[config.mk]
export PLATFORM = sky130hd
export DESIGN_NAME = mips_regfile_mp
export DESIGN_NICKNAME = d
export VERILOG_FILES = /design/src/rtl/mips_regfile_mp.sv
export SDC_FILE = /design/constraint.sdc
export NUM_CORES = 2
export LEC_CHECK = 0
export CORE_MARGIN = 10
export CORE_UTILIZATION = 56
export CTS_BUF_LIST = sky130_fd_sc_hd__clkbuf_8
export CTS_CLUSTER_DIAMETER = 120
export CTS_CLUSTER_SIZE = 10
export DETAILED_ROUTE_END_ITERATION = 16
export HOLD_SLACK_MARGIN = 0.1
export PLACE_DENSITY = 0.71
export SKIP_LAST_GASP = 1
export SYNTH_ARGS = -nofsm -noshare
export SYNTH_HDL_FRONTEND = slang
export SYNTH_SLANG_ARGS = --single-unit
[constraint.sdc]
create_clock -name clk -period 47.4 [get_ports clk]
set_input_delay 7.11 -clock clk [delete_from_list [all_inputs] [get_ports clk]]
set_output_delay 7.11 -clock clk [all_outputs]
set_load 0.02 [all_outputs]
[src/rtl/mips_regfile_mp.sv]
// ============================================================================
// Module   : mips_regfile_mp
// Brief    : MIPS register file, two async read ports, general + link write
//            ports, r0 hardwired to zero, sequenced bulk-clear engine.
//            Optional macro MIPS_RF_BYPASS_EN enables write-through forwarding.
// Revision : 1.0 - initial release
// ============================================================================
`default_nettype none

module mips_regfile_mp #(
    parameter int DATA_W      = 32,
    parameter int ADDR_W      = 5,
    parameter int LINK_REG    = 31,
    parameter int LINK_OFFSET = 4
) (
    input  logic              clk,
    input  logic              rst,
    input  logic [ADDR_W-1:0] rd_addr_a,
    output logic [DATA_W-1:0] rd_data_a,
    input  logic [ADDR_W-1:0] rd_addr_b,
    output logic [DATA_W-1:0] rd_data_b,
    input  logic              wr_en,
    input  logic [ADDR_W-1:0] wr_addr,
    input  logic [DATA_W-1:0] wr_data,
    input  logic              link_en,
    input  logic [DATA_W-1:0] link_pc,
    input  logic              clr_req,
    output logic              clr_busy,
    output logic              clr_done
);

    localparam int                DEPTH       = 1 << ADDR_W;
    localparam logic [ADDR_W-1:0] c_last_addr = ADDR_W'(DEPTH - 1);
    localparam logic [ADDR_W-1:0] c_link_addr = ADDR_W'(LINK_REG);

    typedef enum logic [0:0] {
        ST_IDLE  = 1'b0,
        ST_CLEAR = 1'b1
    } state_t;

    state_t              r_state;
    state_t              w_state_nxt;
    logic [ADDR_W-1:0]   r_count;
    logic [ADDR_W-1:0]   w_count_nxt;
    logic                r_clr_done;
    logic                w_done_nxt;
    logic [DATA_W-1:0]   r_regs [DEPTH];

    logic                w_busy;
    logic                w_wr_fire;
    logic                w_link_fire;
    logic [DATA_W-1:0]   w_link_value;

    assign w_busy       = (r_state == ST_CLEAR);
    assign w_wr_fire    = wr_en && (wr_addr != '0) && !w_busy;
    // A link register of 0 would break the hardwired-zero guarantee.
    assign w_link_fire  = link_en && (c_link_addr != '0) && !w_busy;
    assign w_link_value = link_pc + DATA_W'(LINK_OFFSET);

    assign clr_busy = w_busy;
    assign clr_done = r_clr_done;

    always_ff @(posedge clk or posedge rst) begin
        if (rst) begin
            r_state    <= ST_IDLE;
            r_count    <= '0;
            r_clr_done <= 1'b0;
        end else begin
            r_state    <= w_state_nxt;
            r_count    <= w_count_nxt;
            r_clr_done <= w_done_nxt;
        end
    end

    always_comb begin
        w_state_nxt = r_state;
        w_count_nxt = r_count;
        w_done_nxt  = 1'b0;
        case (r_state)
            ST_IDLE: begin
                if (clr_req) begin
                    w_state_nxt = ST_CLEAR;
                    w_count_nxt = ADDR_W'(1);
                end
            end
            ST_CLEAR: begin
                // The counter parks on the last index instead of wrapping.
                if (r_count == c_last_addr) begin
                    w_state_nxt = ST_IDLE;
                    w_done_nxt  = 1'b1;
                end else begin
                    w_count_nxt = r_count + ADDR_W'(1);
                end
            end
            default: w_state_nxt = ST_IDLE;
        endcase
    end

    // Link write is placed last so it wins over a general write to the same index.
    always_ff @(posedge clk or posedge rst) begin
        if (rst) begin
            for (int i = 0; i < DEPTH; i++) begin
                r_regs[i] <= '0;
            end
        end else if (w_busy) begin
            r_regs[r_count] <= '0;
        end else begin
            if (w_wr_fire) begin
                r_regs[wr_addr] <= wr_data;
            end
            if (w_link_fire) begin
                r_regs[c_link_addr] <= w_link_value;
            end
        end
    end

    always_comb begin
        rd_data_a = (rd_addr_a == '0) ? '0 : r_regs[rd_addr_a];
        rd_data_b = (rd_addr_b == '0) ? '0 : r_regs[rd_addr_b];
`ifdef MIPS_RF_BYPASS_EN
        if (rd_addr_a != '0) begin
            if (w_link_fire && (rd_addr_a == c_link_addr)) begin
                rd_data_a = w_link_value;
            end else if (w_wr_fire && (rd_addr_a == wr_addr)) begin
                rd_data_a = wr_data;
            end
        end
        if (rd_addr_b != '0) begin
            if (w_link_fire && (rd_addr_b == c_link_addr)) begin
                rd_data_b = w_link_value;
            end else if (w_wr_fire && (rd_addr_b == wr_addr)) begin
                rd_data_b = wr_data;
            end
        end
`endif
    end

endmodule

`default_nettype wire
==> results by group <==
Finish
  • Share of post-route cells with drive strength above 1: 0.221
  • Fill count: 7272
  • Fin area: 57700 um2
  • Final #Nets: 3937
  • Synthesis-to-finish area growth: 7.57%

Min path
  • Hold path startpoint: r_regs[1019]$_DFFE_PP0P_
  • Hold Path Sink: r_regs[1019]$_DFFE_PP0P_
  • Type of the worst min-delay path: flip-flop to flip-flop
  • Worst Hold Path Cells: 1

Run status
  • Outcome: finished, final reports clean

Logic synthesis
  • Mux contribution to synthesized area: 0.222
  • Yosys cell types: 62
  • Simple-Gate Fraction of Synth Area: 0.0449
  • Sequential cell area fraction in the yosys report: 0.481
  • Largest family of logic cells by synthesized area: multiplexers
  • Syn_area_per_cell: 13.6 um2
  • Post-synthesis compound-gate area fraction: 0.202
  • Ys Warns: 0
  • Synth async-reset ratio: 1.00
  • Adder-Cell Fraction of Synth Area: 0.00140
  • Post-synth EDFFs: 0
  • #FFs+latches synth: 1031
  • Xor/xnor cell area share of the yosys netlist: 0.00441
  • Main synth FF type: dfrtp_1
  • Mapped Nets: 4025
  • Synthesized area: 53700 um2
  • Post-Synthesis Cells: 3935

Floorplanning
  • Io pins: 150
  • Die ar.: 109000 um2
  • Row cnt: 113
  • Die width: 330 um
  • Core area: 95000 um2
  • Die Span Y: 330 um
  • Initial Util: 0.565

Power and ir drop
  • Clock power frac: 0.259
  • Sequential power share: 0.509
  • Lkg Pwr: 25.2 nW
  • Sw power: 684 uW
  • Sw Ratio: 0.331
  • Internal power: 1.38 mW
  • VDD IR-drop max: 0.0236 mV
  • PwrDens: 35.8 nW/um2
  • Gate power share: 0.233

Timing
  • Fin crit period: 19.46 ns
  • Final Max Tran Viols: 0
  • Hold Vio Cnt, Final: 0
  • Slew HR: 0.192
  • Final hold slack: 0.510 ns
  • Fmax: 0.0514 GHz
  • Worst clock skew: 0.0327 ns
  • Setup_tns: 0 ns
  • Tightest Pin Transition: 1.21 ns
  • RSZ-0062 raised after global routing: false
  • Final worst path period share: 0.411
  • Final setup violation count: 0

Setup path
  • Reg2Reg Depth: 7
  • Crit path capture type: primary output
  • Worst EP required: 40.29 ns
  • Slowest stage delay, CP: 0.90 ns
  • WS Path Type: input pin to primary output
  • Crit start category: input pin
  • Critical-path cell with the highest stage delay: buf_4
  • CP arrival: 12.35 ns
  • Worst-path cell chain: buf_8 > buf_4 > buf_4 > buf_4 > mux4_2 > mux2_2 > o22ai_1 > nor4_1 > clkdlybuf4s50_1
  • Crit path buffers/inverters: 5
  • CP delay by family, top: buffers and inverters
  • CP most frequent cell: buf_4
  • Reg-to-Reg Start: clr_busy$_DFF_PP0_
  • Reg-to-reg endpoint: r_regs[125]$_DFFE_PP0P_
  • Crit Path Max Fanout: 60
  • Reg2Reg Setup Slack: 44.07 ns

Clocking
  • Clk Latency, worst-skew pair: 0.82 ns
  • Clock sink total: 1031
  • CTS buffer count: 113
  • H-Tree Depth: 3
  • PostCTS Resize Cnt: 0
  • Setup bufs post-CTS: 0
  • Post-CTS Hold Fix Bufs: 0
  • CTS root buf: clkbuf_8
  • Clk buf depth: 3
  • CTS tree: yes
  • Worst-path clk slew: 0.07 ns

Route
  • DR pass1 iterations: 5
  • Post-route ant nets: 0
  • Vias per inst: 8.03
  • WL/cell: 37.1 um
  • Via Count: 41.1k
  • # DRC: 0
  • Final WL: 190000 um
  • Starting DRT DRC Count: 6475

GRT
  • Vias in the first global route: 40.7k
  • Grt ovf: 0
  • Gr usage total: 0.346
  • First-pass GRT wire length: 281000 um
  • Initial antenna violation count: 9
  • Largest net degree at the start of global routing: 177

Placement
  • Cell Area, Placed: 56100 um2
  • Port bufs: 149
  • Placer Congestion: 0.938
  • Post-DP HPWL: 111000 um

Run
  • Max Cap Viol: 0
per-stage QoR:
stage / total power, mW / instances / utilization / setup WS, ns
final: 2.06 / 5122 / 0.608 / 27.94
after global routing: 2.13 / 5120 / 0.608 / 27.86
after global placement: 1.52 / 4997 / 0.590 / 28.25
after floorplan: 1.34 / 3935 / - / 11.28
after CTS: 2.05 / 5119 / 0.608 / 28.21
after detailed placement: 1.53 / 4997 / 0.590 / 28.21
layout make-up:
cell class | count | area, um2 | area share
sequential | 1031 | 25800 | 0.447
inverter | 8 | 37.5 | 0.000650
tap | 1265 | 1580 | 0.0274
multi-input combinational | 2402 | 26100 | 0.451
clock buffer | 114 | 1570 | 0.0272
clock inverter | 8 | 61.3 | 0.00106
timing repair buffer | 291 | 2610 | 0.0453
antenna | 3 | 7.51 | 0.000130
cell usage after synthesis (44+ instances only):
master	n	area share
nor3_1	54	0.0050
dfrtp_1	1031	0.48
mux4_2	450	0.19
nor2_1	151	0.011
clkbuf_1	297	0.021
a22o_1	1046	0.17
a221oi_1	63	0.010
buf_2	128	0.012
nor4_1	71	0.0083
mux2i_1	129	0.024
o22ai_1	83	0.0097
mux2_2	44	0.0092
sequential cells by signal, summed over array words and instances (netlist names):
register	cells
r_count	5
clr_busy	1
r_regs	1024
clr_done	1
per-layer routing:
layer | vias to the layer above | part of all wire | global-route usage
met2 | 3500 | 0.43 | 0.495
met1 | 21300 | 0.37 | 0.466
met4 | 10 | 0.051 | 0.164
met3 | 636 | 0.15 | 0.129
li1 | 15600 | - | -
met5 | - | 0.00034 | 0
cells in the final DEF, fill, tap and decap left out, drive strengths merged, types with 4 or more instances in the layout:
| master | netlist | routed |
|---|---|---|
| a22o | 1046 | 1046 |
| dfrtp | 1031 | 1031 |
| mux4 | 450 | 450 |
| nor2 | 164 | 164 |
| buf | 197 | 149 |
| clkdlybuf4s50 | 0 | 141 |
| mux2i | 129 | 129 |
| clkbuf | 297 | 115 |
| o22ai | 83 | 83 |
| nor4 | 72 | 72 |
| a221oi | 63 | 63 |
| nor3 | 54 | 54 |
| mux2 | 44 | 44 |
| and2 | 42 | 42 |
| nand2 | 38 | 38 |
| o21ai | 36 | 36 |
| a21oi | 33 | 33 |
| a22oi | 24 | 24 |
| xnor2 | 20 | 20 |
| nand3 | 14 | 14 |
| inv | 8 | 13 |
| nor2b | 13 | 13 |
| nand2b | 9 | 9 |
| nand4 | 8 | 8 |
| xor2 | 7 | 7 |
| nand3b | 7 | 7 |
| or2 | 6 | 6 |
| ha | 6 | 6 |
| nor3b | 4 | 4 |
| a211oi | 4 | 4 |
| and3 | 4 | 4 |
| or4 | 4 | 4 |
worst max-delay path by stage:
stage                  from                 end  slack [ns]  depth (start not counted)
2_1_floorplan           rst  clr_busy$_DFF_PP0_       11.28                          1
3_3_place_gp   rd_addr_b[2]       rd_data_b[20]       28.25                          9
3_5_place_dp   rd_addr_b[2]       rd_data_b[12]       28.21                          9
4_1_cts        rd_addr_b[2]       rd_data_b[12]       28.21                          9
5_1_grt        rd_addr_b[2]       rd_data_b[20]       27.86                          9
6_report       rd_addr_b[2]       rd_data_b[20]       27.94                          9
power groups by stage:
stage	clock network, mW	logic, mW	registers [mW]
floorplan	0	0.311	1.03
global route	0.569	0.502	1.06
finish	0.534	0.481	1.05
global placement	0	0.461	1.06
CTS	0.536	0.471	1.04
detailed placement	0	0.470	1.06
kinds of logic (layout without fill, tap and decap cells):
| logic type | after synthesis | after routing |
|---|---|---|
| AOI/OAI and AO/OA | 1296 | 1296 |
| DFF | 1031 | 1031 |
| muxes | 623 | 623 |
| buffers and inverters | 502 | 421 |
| and+or+nand+nor | 450 | 450 |
| xor gates and xnor gates | 27 | 27 |
| adders and majority gates | 6 | 6 |
| other | 0 | 3 |
No activity file was read; power rests on OpenSTA's default activity.
